`src/rtl/divider_iter.sv`:
```
// -----------------------------------------------------------------------------
// divider_iter : iterative restoring integer divider
//
// Each operation is signed or unsigned and is chosen per request.
// BITS_PER_CYCLE quotient bits are retired per clock, so an operation takes
// N = WIDTH/BITS_PER_CYCLE iterations.
// Both sides use a valid/ready handshake, so the block can sit between an
// issue stage and a writeback stage that may stall.
// Divide-by-zero and signed overflow (MIN / -1) both give defined results.
//
// State flow: IDLE -> CALC -> FIX -> DONE -> IDLE.
// o_valid rises N+1 cycles after the accepting edge.
//
// Build option:
//   DIVIDER_ITER_DIVZERO_FASTPATH_EN
//     When defined, a zero divisor goes IDLE -> DONE in one cycle.
//     When undefined, a zero divisor runs the full N+1 cycle latency.
//     The result values are the same in both builds.
//
// Parameters:
//   WIDTH          operand/result width (>= 2)
//   BITS_PER_CYCLE quotient bits per iteration; must divide WIDTH
//
// Ports:
//   i_clk        clock
//   i_rstn       synchronous reset, active low (overrides i_cg)
//   i_cg         clock-gate enable; all state holds while low
//   i_valid      request valid
//   o_ready      request accepted when i_valid && o_ready (IDLE only)
//   i_signed     1: two's-complement operands, 0: unsigned
//   i_dividend   dividend
//   i_divisor    divisor
//   o_valid      result valid, held until taken
//   i_ready      result consumed when o_valid && i_ready
//   o_quotient   quotient (holds last result outside DONE)
//   o_remainder  remainder (holds last result outside DONE)
//   o_divzero    result came from divisor == 0
// -----------------------------------------------------------------------------
module divider_iter #(
   parameter int WIDTH          = 8,
   parameter int BITS_PER_CYCLE = 1
) (
   input  logic             i_clk,
   input  logic             i_rstn,
   input  logic             i_cg,
   input  logic             i_valid,
   output logic             o_ready,
   input  logic             i_signed,
   input  logic [WIDTH-1:0] i_dividend,
   input  logic [WIDTH-1:0] i_divisor,
   output logic             o_valid,
   input  logic             i_ready,
   output logic [WIDTH-1:0] o_quotient,
   output logic [WIDTH-1:0] o_remainder,
   output logic             o_divzero
);

   localparam int N  = WIDTH / BITS_PER_CYCLE;
   localparam int CW = $clog2(N + 1);

   typedef enum logic [1:0] {
      S_IDLE = 2'd0,
      S_CALC = 2'd1,
      S_FIX  = 2'd2,
      S_DONE = 2'd3
   } state_t;

   state_t           r_state;
   state_t           w_next;

   logic [CW-1:0]    r_cnt;
   logic [WIDTH-1:0] r_rem;       // partial remainder
   logic [WIDTH-1:0] r_quo;       // dividend bits shift out MSB-first, quotient bits shift in
   logic [WIDTH-1:0] r_dvs;       // divisor magnitude
   logic [WIDTH-1:0] r_dvd_orig;  // original dividend, returned as the remainder on divide-by-zero
   logic             r_qneg;
   logic             r_rneg;
   logic             r_dz;

   logic [WIDTH-1:0] r_quotient;
   logic [WIDTH-1:0] r_remainder;
   logic             r_divzero;

   logic             w_accept;
   logic             w_take;
   logic             w_dvd_neg;
   logic             w_dvs_neg;
   logic [WIDTH-1:0] w_dvd_mag;
   logic [WIDTH-1:0] w_dvs_mag;
   logic             w_dz_in;
   logic             w_fast;

   logic [WIDTH-1:0] w_rem_nx;
   logic [WIDTH-1:0] w_quo_nx;
   logic [WIDTH:0]   w_sh;
   logic [WIDTH-1:0] w_diff;
   logic             w_ge;

   logic [WIDTH-1:0] w_q_fix;
   logic [WIDTH-1:0] w_r_fix;

   // ---------------------------------------------------------------- operands
   assign w_dvd_neg = i_signed & i_dividend[WIDTH-1];
   assign w_dvs_neg = i_signed & i_divisor[WIDTH-1];
   // -MIN wraps to MIN, and MIN read as unsigned is the correct magnitude 2^(WIDTH-1).
   assign w_dvd_mag = w_dvd_neg ? (~i_dividend + 1'b1) : i_dividend;
   assign w_dvs_mag = w_dvs_neg ? (~i_divisor + 1'b1) : i_divisor;
   assign w_dz_in   = (i_divisor == '0);

`ifdef DIVIDER_ITER_DIVZERO_FASTPATH_EN
   assign w_fast = w_dz_in;
`else
   assign w_fast = 1'b0;
`endif

   // Handshakes only count on enabled cycles.
   assign w_accept = i_cg & i_valid & (r_state == S_IDLE);
   assign w_take   = i_cg & i_ready & (r_state == S_DONE);

   // ---------------------------------------------------------------- iteration
   // BITS_PER_CYCLE restoring steps are unrolled per clock.
   // The shifted partial remainder is WIDTH+1 bits wide.
   // When the subtraction is kept, the result is below the divisor.
   // So the WIDTH-bit difference is exact.
   always_comb begin
      w_rem_nx = r_rem;
      w_quo_nx = r_quo;
      w_sh     = '0;
      w_diff   = '0;
      w_ge     = 1'b0;
      for (int k = 0; k < BITS_PER_CYCLE; k++) begin
         w_sh     = {w_rem_nx, w_quo_nx[WIDTH-1]};
         w_ge     = (w_sh >= {1'b0, r_dvs});
         w_diff   = w_sh[WIDTH-1:0] - r_dvs;
         w_rem_nx = w_ge ? w_diff : w_sh[WIDTH-1:0];
         w_quo_nx = {w_quo_nx[WIDTH-2:0], w_ge};
      end
   end

   // ---------------------------------------------------------------- sign fix
   // A divide-by-zero result overrides whatever the loop produced.
   // This keeps the divzero result the same whichever build option is chosen.
   always_comb begin
      w_q_fix = r_qneg ? (~r_quo + 1'b1) : r_quo;
      w_r_fix = r_rneg ? (~r_rem + 1'b1) : r_rem;
      if (r_dz) begin
         w_q_fix = '1;
         w_r_fix = r_dvd_orig;
      end
   end

   // ---------------------------------------------------------------- FSM
   always_ff @(posedge i_clk) begin
      if (!i_rstn) r_state <= S_IDLE;
      else         r_state <= w_next;
   end

   always_comb begin
      w_next  = r_state;
      o_ready = 1'b0;
      o_valid = 1'b0;
      case (r_state)
         S_IDLE: begin
            o_ready = 1'b1;
            if (w_accept) w_next = w_fast ? S_DONE : S_CALC;
         end
         S_CALC: begin
            if (i_cg && (r_cnt == CW'(1))) w_next = S_FIX;
         end
         S_FIX: begin
            if (i_cg) w_next = S_DONE;
         end
         S_DONE: begin
            o_valid = 1'b1;
            if (w_take) w_next = S_IDLE;
         end
         default: w_next = S_IDLE;
      endcase
   end

   // ---------------------------------------------------------------- datapath
   always_ff @(posedge i_clk) begin
      if (!i_rstn) begin
         r_cnt       <= '0;
         r_rem       <= '0;
         r_quo       <= '0;
         r_dvs       <= '0;
         r_dvd_orig  <= '0;
         r_qneg      <= 1'b0;
         r_rneg      <= 1'b0;
         r_dz        <= 1'b0;
         r_quotient  <= '0;
         r_remainder <= '0;
         r_divzero   <= 1'b0;
      end else if (i_cg) begin
         case (r_state)
            S_IDLE: begin
               if (i_valid) begin
                  r_cnt      <= CW'(N);
                  r_rem      <= '0;
                  r_quo      <= w_dvd_mag;
                  r_dvs      <= w_dvs_mag;
                  r_dvd_orig <= i_dividend;
                  r_qneg     <= w_dvd_neg ^ w_dvs_neg;
                  r_rneg     <= w_dvd_neg;
                  r_dz       <= w_dz_in;
                  // The fast path skips FIX, so the result is loaded here.
                  if (w_fast) begin
                     r_quotient  <= '1;
                     r_remainder <= i_dividend;
                     r_divzero   <= 1'b1;
                  end
               end
            end
            S_CALC: begin
               r_rem <= w_rem_nx;
               r_quo <= w_quo_nx;
               r_cnt <= r_cnt - 1'b1;
            end
            S_FIX: begin
               r_quotient  <= w_q_fix;
               r_remainder <= w_r_fix;
               r_divzero   <= r_dz;
            end
            default: ;
         endcase
      end
   end

   assign o_quotient  = r_quotient;
   assign o_remainder = r_remainder;
   assign o_divzero   = r_divzero;

endmodule

```
`config.mk`:
```
export PLATFORM = sky130hd
export DESIGN_NAME = divider_iter
export DESIGN_NICKNAME = d
export VERILOG_FILES = /design/src/rtl/divider_iter.sv
export SDC_FILE = /design/constraint.sdc
export NUM_CORES = 1
export LEC_CHECK = 0
export CAP_MARGIN = 20
export CELL_PAD_IN_SITES_DETAIL_PLACEMENT = 2
export CELL_PAD_IN_SITES_GLOBAL_PLACEMENT = 2
export CORE_MARGIN = 1
export CORE_UTILIZATION = 33
export DETAILED_ROUTE_END_ITERATION = 7
export PLACE_DENSITY = 0.88
export SETUP_SLACK_MARGIN = 0.2
export SYNTH_ARGS = -nofsm -noshare
export SYNTH_HDL_FRONTEND = slang
export SYNTH_SLANG_ARGS = --single-unit
```
`constraint.sdc`:
```
create_clock -name i_clk -period 2.6 [get_ports i_clk]
set_input_delay 0.52 -clock i_clk [delete_from_list [all_inputs] [get_ports i_clk]]
set_output_delay 0.52 -clock i_clk [all_outputs]
set_load 0.05 [all_outputs]
```
== After elaboration in Yosys (flattened, before gate mapping) ==
Cells that the tools add are included.

* Register bits after elaboration: 58
* Output and inout bits: 19
* Input bits: 22

* Bitwise operators: 11
* Reductions and logical operators: 8
* Add/sub/neg operators: 6
* Multiplexer cells: 20
* $lt $le $gt $ge: 1
* Eq/ne operators: 9

{| class="wikitable"
|+ Operator list
! kind !! count
|-
| two-way mux 8 bit || 9
|-
| adder 8 x 1 -> 8 bit, second input constant || 4
|-
| inverter 8 bit || 4
|-
| case mux 8 bit (2 select lines) || 2
|-
| != test 2 bit, second input constant || 5
|-
| greater-or-equal comparator 9 x 8 -> 1 bit || 1
|-
| zero test 8 bit || 1
|-
| two-way mux 2 bit || 4
|-
| case mux 2 bit (4 select lines) || 1
|-
| case mux 4 bit (2 select lines) || 1
|-
| subtractor 8 bit || 1
|-
| bitwise AND 1 bit || 6
|-
| AND reduction 3 bit || 2
|-
| == test 2 bit, second input constant || 2
|-
| == test 4 x 1 -> 1 bit, second input constant || 1
|-
| two-way mux 4 bit || 1
|-
| AND reduction 4 bit || 1
|-
| subtractor 4 x 1 -> 4 bit, second input constant || 1
|-
| == test 2 x 1 -> 1 bit, second input constant || 1
|-
| zero test 2 bit || 1
|-
| two-way mux 1 bit || 2
|-
| AND reduction 2 bit || 1
|-
| nonzero test 2 bit || 1
|-
| logical AND 1 bit || 1
|-
| XOR 1 bit || 1
|}

== Logic depth before layout (Yosys ltp) ==
Gate-level depths: netlist of run 1.

* Depth in word-level cells: 5
* Mapped depth: 9

== Worst setup path after synthesis of run 1 ==
Ideal clock, no wire load.

* Kind: reg-to-reg
* Start point: reg r_state[0]
* End point: reg r_quo[5]
* Period minus slack after synthesis: 2.183 ns
* Cell stages (with the launch flop): 9
* Required time: 2.477 ns
* Path buffers: 1
* Setup time: 0.123 ns
* Setup slack: 0.417 ns
* Arrival: 2.060 ns
* Cells stage by stage: dfxtp_1 -> inv_1 -> ha_1 -> mux2_2 -> and2_1 -> buf_2 -> and3_1 -> a221oi_1 -> nor2b_1

* Cells in the longest elaborated chain, start to end: 3

{| class="wikitable"
|+ RTL lines
! item !! line !! text
|-
| start: declaration || 68 || <nowiki>state_t r_state;</nowiki>
|-
| start signal: assignment || 155 || <nowiki>else r_state <= w_next;</nowiki>
|-
| == test 2 x 1 -> 1 bit / zero test 2 bit (equally long branches) || 196 || <nowiki>case (r_state)</nowiki>
|-
| nonzero test 2 bit (no source line) / != test 2 bit (equally long branches) || -- ||
|-
| AND reduction 3 bit (no source line) || -- ||
|-
| end signal: assignment || 201 || <nowiki>r_quo <= w_dvd_mag;</nowiki>
|-
| end signal: assignment || 217 || <nowiki>r_quo <= w_quo_nx;</nowiki>
|-
| end: declaration || 73 || <nowiki>logic [WIDTH-1:0] r_quo;</nowiki>
|}

Parallel ways exist; a longest one is shown, timed or not.
A chain may end at the register's enable or synchronous reset.

== Final worst setup path of run 1 ==
* Start point: reg r_quo[7]
* End point: reg r_rem[6]

* Cells in the longest elaborated chain, start to end: 3

{| class="wikitable"
|+ RTL lines
! item !! line !! text
|-
| subtractor 8 bit / greater-or-equal comparator 9 x 8 -> 1 bit (equally long branches) || 134, 133 ||
|-
| two-way mux 8 bit (*) || 135 || <nowiki>w_rem_nx = w_ge ? w_diff : w_sh[WIDTH-1:0];</nowiki>
|-
| case mux 8 bit (2 select lines) (*) || 196 ||
|-
| end signal: assignment || 216 || <nowiki>r_rem <= w_rem_nx;</nowiki>
|-
| end: declaration || 72 || <nowiki>logic [WIDTH-1:0] r_rem;</nowiki>
|}

Mark *: on every way between the ends. The rest lies on a longest branch, timed or not.

==> impl_metrics.yaml, run 1 <==
sta:
  max_freq_mhz: 438.2
  setup_slack_ps: 317.8
  fin_crit_ps: 2282
  finalHoldViolCount: 0
  finalSetupViolations: 0
  slew_viol_final: 0
  finClkSkew_ps: 6.284
  slew_headroom: 0.4329
  period_share: 0.8778
  tightestPinTransition_ps: 849.5
  fin_setup_tns_ps: 0
  fin_hold_ws_ps: 467.3
  rsz0062_at_grt: "false"
floorplan:
  top_level_ports: 41
  die_area_sq_mm: 0.01098
  fp.dieW_um: 104.8
  coreArea_sq_mm: 0.01028
  num_rows: 37
  die_h_um: 104.8
  start_util: 0.3392
synth:
  synthSimpleGateAreaFrac: 0.2251
  syn_area_sq_mm: 0.003486
  async_flop_share: 0
  syn-num-nets: 471
  synth_top_family_by_area: "simple AND/OR/NAND/NOR gates"
  syn_inst: 430
  synth_top_area_cell: "dfxtp_1"
  synth_common_cells: "62 x nand2_1, 58 x dfxtp_1, 26 x inv_1, 26 x nor2_1, 26 x o21ai_0"
  synth_compound_area_frac: 0.2114
  yosys-top-cells-area: "dfxtp_1 33%, nand2_1 6.7%, ha_1 6.5%, a21boi_0 3.9%, xnor2_1 3.8%"
  synthXorXnorAreaFrac: 0.07035
  yosys.cell_types.count: 54
  synth_fa_ha_area_frac: 0.07035
  synth_edf_count: 0
  post_synth.cell_area_avg_sq_um: 8.107
  yosysMostFrequentCell: "nand2_1"
  ys_seq_elements: 58
  ys_seq_area_frac: 0.3331
  ys.flop_type: "dfxtp_1"
  synthMuxAreaShare: 0.02369
  ys_warn_count: 0
  yosysTopAreaCellShare: 0.3331
hold_path:
  hold_class: "register to register"
setup_path:
  cp_data_required_time_ps: 2840
  critPathMostFrequentCell: "inv_1"
  cp_max_fo: 4
  end_kind: "register"
  crit_family: "compound AO/OA/AOI/OAI gates"
  cp_num_buf_inv: 2
  cp_cell_sequence: "inv_1 > ha_2 > inv_1 > fa_1 > a211oi_2 > o21bai_1 > a21oi_1 > xnor2_1 > a31o_2"
  cp_slowest_stage_delay_ps: 430
  worstSetupPathType: "register to register"
  cp_slowest_cell: "fa_1"
  cp_data_arrival_time_ps: 2520
  cp-start-kind: "register"
clock_tree:
  root_buffer: "clkbuf_8"
  cts_tree: "built"
  numCtsBuffers: 9
  holdBufCountCts: 0
  cts_buffer_depth: 2
  htreeDepth: 3
  clock-sinks: 58
  clkTransAtPathRegs_ps: 60
  clkLatencyLatePin_ps: 350
detailed_routing:
  ant_nets: 0
  drt_iter0_drc: 77
  route.detailed.drc: 0
  vias: 3257
  viasPerCell: 5.392
  drt_wl_total_um: 11250
  drtPass1Iterations: 4
  wire_per_inst_um: 18.63
finish:
  final_cell_count_no_fill: 604
  syn_to_final_growth_pct: 19.96
  antenna_cells: 0
  layout-drive-gt1-share: 0.07265
  nets: 506
global_routing:
  grt_pass1_wl_um: 18490
  grt_pass1_vias: 3700
  grt_max_degree: 53
  grtUsageTotal: 0.2152
  antenna_found_initial: 0
  grt.overflow.total: 0
pwr:
  p_total_mw: 3.093
  peakVddDrop_uv: 379.0
  leakage_nw: 1.603
  power.density_mw_per_mm2: 739.7
place:
  io_buffers: 40
  placed_cells_incl_taps: 589
  place_congestion: 0.8628
  place_ws_ps: 262.4
  hpwl_um: 8219
job:
  drv_cap: 0
outcome:
  status: "complete, no violations"
placed cells by master (no fill, tap or decap), drive strengths merged, types with 3 or more instances in the layout:
cell           Yosys  layout
or4                4       4
o21ai             28      28
nand2             62      62
inv               26      26
a21boi            18      18
nor2              26      26
a31oi              3       3
o221ai             3       3
nand3             21      21
nor3              10      10
xnor2             15      15
and3               4       4
a221oi             4       4
xor2              13      13
buf                6       8
dfxtp             58      58
a21oi             18      18
clkdlybuf4s50      0      39
nor4               3       3
nand4              3       3
o41ai              3       3
nor3b              4       4
nand2b             4       4
o31ai              6       6
nor2b             11      11
o211a              5       5
and2               5       5
o311ai             3       3
mux2i              6       6
o2111ai            3       3
clkbuf            17      11
ha                18      18
where the power goes:
group | switching, mW | total, mW | internal (mW)
clock network | 0.369 | 0.849 | 0.481
logic | 0.721 | 1.15 | 0.429
registers | 0.102 | 1.09 | 0.991
through the flow:
stage                     utilization  instance area [sq um]
after global placement         0.3869                   3976
after detailed placement       0.3869                   3976
after floorplan                     -                   3486
final                          0.4069                   4182
after global routing           0.4069                   4182
after CTS                      0.4054                   4167
path summary, 6_finish.rpt:
check	cells after the start	end	start	slack, ps
worst max register to register	9	r_rem[6]	r_quo[7]	320
worst min register to register	2	o_remainder[4]	o_remainder[4]	470
worst min-delay path	2	o_remainder[4]	o_remainder[4]	470
worst max-delay path	9	r_rem[6]	r_quo[7]	320
layer usage:
layer  GRT usage  routed length (um)
met5           0                   0
met1      0.2363                4798
met2      0.4035                5938
met3     0.04991                 340
met4     0.07143                 177
sequential cells by signal, indices dropped and copies added (netlist names):
register	count
o_remainder	8
r_rneg	1
r_state	2
o_quotient	8
r_dz	1
r_dvs	8
r_dvd_orig	8
r_cnt	4
r_rem	8
r_qneg	1
r_quo	8
o_divzero	1
logic make-up (layout without fill, tap and decap cells):
| logic type | Yosys count | in the layout |
|---|---|---|
| XOR/XNOR | 28 | 28 |
| buffers and inverters | 50 | 88 |
| flip-flops | 58 | 58 |
| multiplexers | 8 | 8 |
| AO/OA/AOI/OAI | 105 | 105 |
| AND/OR/NAND/NOR | 162 | 162 |
| adder cells (fa/ha/maj) | 19 | 19 |
worst register-to-register path: stages (launching register included):
cell and delay, ps:
dfxtp_1 330, inv_1 140, ha_2 230, inv_1 70, fa_1 430, a211oi_2 310
o21bai_1 110, a21oi_1 190, xnor2_1 110, a31o_2 260
repair_timing:
item | 4_1_cts | 5_1_grt
endpoints found under the setup margin | 1 | 1
setup buffers | 0 | 1
pin swaps | 0 | 1
resized for setup | 1 | 2
area by class of cell:
type	instances	area, sq um
tap	136	170.2
fill	1194	6096
timing repair buffer	48	459.2
clock inverter	3	40.04
multi-input combinational	322	2102
clock buffer	11	151.4
sequential	58	1161
inverter	26	97.59
Power figures use the tool's default switching activity.
==> run 2: changes to the inputs <==
--- a/config.mk
+++ b/config.mk
@@ -11,6 +11,7 @@
 export CORE_MARGIN = 1
 export CORE_UTILIZATION = 33
 export DETAILED_ROUTE_END_ITERATION = 7
+export MAX_ROUTING_LAYER = met4
 export PLACE_DENSITY = 0.88
 export SETUP_SLACK_MARGIN = 0.2
 export SYNTH_ARGS = -nofsm -noshare
==> run 2 against run 1 <==
  * Register-to-register slack hardly changed
  * Wire length is 0.16% higher
  * Final cell count stayed put
  * Via count is 0.80% higher
  * Hold slack hardly changed
  * Flip-flop and latch count stayed put
  * Critical endpoint unchanged
  * Highest routed layer unchanged
==> impl_metrics.yaml, run 2 (synthesized netlist as in run 1, its figures left out) <==
global_routing:
  gr-usage-met3: 0.04242
  grt_pass1_wl_um: 18440
  grt.met2_usage: 0.4040
  met1_usage: 0.2343
  grt_pass1_vias: 3704
  grt.overflow.total: 0
  antenna_found_initial: 0
  grt_max_degree: 53
  grt.busiest_layer: "met2"
  grtUsageTotal: 0.2208
sta:
  fin_crit_ps: 2290
  tightestPinTransition_ps: 848.6
  slew_viol_final: 0
  slew_headroom: 0.4335
  fin_setup_tns_ps: 0
  period_share: 0.8810
  finalSetupViolations: 0
  finalHoldViolCount: 0
  finClkSkew_ps: 7.170
  max_freq_mhz: 436.6
  rsz0062_at_grt: "false"
detailed_routing:
  wire_per_inst_um: 18.66
  route.detailed.drc: 0
  drt_wl_total_um: 11270
  vias: 3283
  ant_nets: 0
  drtPass1Iterations: 4
  drt_iter0_drc: 90
  viasPerCell: 5.435
floorplan:
  top_level_ports: 41
  coreArea_sq_mm: 0.01028
  num_rows: 37
  die_h_um: 104.8
  start_util: 0.3392
  fp.dieW_um: 104.8
  die_area_sq_mm: 0.01098
place:
  io_buffers: 40
  hpwl_um: 8219
  place_congestion: 0.8768
finish:
  fin_util: 0.4069
  layout_commonest_cell: "nand2_1"
  layout-drive-gt1-share: 0.07265
  syn_to_final_growth_pct: 19.96
  nets: 506
  layout_common_cells: "62 x nand2_1, 58 x dfxtp_1, 39 x clkdlybuf4s50_1"
  antenna_cells: 0
pwr:
  peakVddDrop_uv: 378.2
  power.density_mw_per_mm2: 740.7
  leakage_nw: 1.603
outcome:
  status: "complete, no violations"
setup_path:
  end_kind: "register"
  cp_max_fo: 4
  cp-start-kind: "register"
  cp_data_arrival_time_ps: 2530
  reg2reg_slack_ps: 310
  cp_data_required_time_ps: 2840
  worstSetupPathType: "register to register"
clock_tree:
  root_buffer: "clkbuf_8"
  cts_buffer_depth: 2
  htreeDepth: 3
  clkLatencyLatePin_ps: 350
  numCtsBuffers: 9
  cts_tree: "built"
  holdBufCountCts: 0
  clkTransAtPathRegs_ps: 60
  clock-sinks: 58
job:
  drv_cap: 0
hold_path:
  hold_class: "register to register"
==> run 2: cell counts in the layout (fill, tap and decap cells not counted) <==
Identical to the previous run, type by type.
==> run 2: worst max-delay path: stages (launching register included) <==
cell	delay (ps)
dfxtp_1	330
inv_1	130
ha_2	230
inv_1	70
fa_1	440
a211oi_2	320
o21bai_1	110
a21oi_1	190
xnor2_1	110
a31o_2	260
==> run 2: power breakdown <==
part | total, mW | internal, mW | switching (mW)
Sequential | 1.09 | 0.991 | 0.103
Combinational | 1.15 | 0.429 | 0.723
Clock | 0.851 | 0.481 | 0.370
Total | 3.10 | 1.90 | 1.20
==> run 2: timing repair <==
| item | 4_1_cts | 5_1_grt |
|---|---|---|
| endpoints found under the setup margin | 1 | 1 |
| gates resized for setup | 1 | 2 |
| pin swaps | 0 | 1 |
| endpoints found under the hold margin | 0 | 0 |
| setup buffers | 0 | 1 |
==> run 2: final timing paths <==
kind             startpoint        endpoint  depth (start not counted)
min reg2reg  o_remainder[4]  o_remainder[4]                          2
min          o_remainder[4]  o_remainder[4]                          2
max                r_quo[7]        r_rem[6]                          9
max reg2reg        r_quo[7]        r_rem[6]                          9
==> run 2: area by class of cell <==
class / instances / area (sq um)
fillers: 1194 / 6096
inverters: 26 / 97.59
repair buffers: 48 / 459.2
clock buffers: 11 / 151.4
clock inverters: 3 / 40.04
well taps: 136 / 170.2
flip-flops and latches: 58 / 1161
multi-input cells: 322 / 2102
==> run 2: stage by stage <==
step	hold slack [ps]	setup slack, ps	instances	power (mW)	instance area [sq um]
5_1_grt	504.1	210.5	604	3.276	4182
2_1_floorplan	438.3	417.0	430	1.910	3486
4_1_cts	472.3	230.9	603	3.121	4167
6_report	467.3	309.5	604	3.097	4182
3_5_place_dp	463.1	262.4	589	2.238	3976
3_3_place_gp	442.1	365.6	589	2.159	3976
==> run 2: layer usage <==
| metal | wire length (um) | up-vias |
|---|---|---|
| li1 | - | 1568 |
| met1 | 4809 | 1631 |
| met2 | 5917 | 63 |
| met3 | 322 | 21 |
| met4 | 222 | 0 |
| met5 | 0 | - |
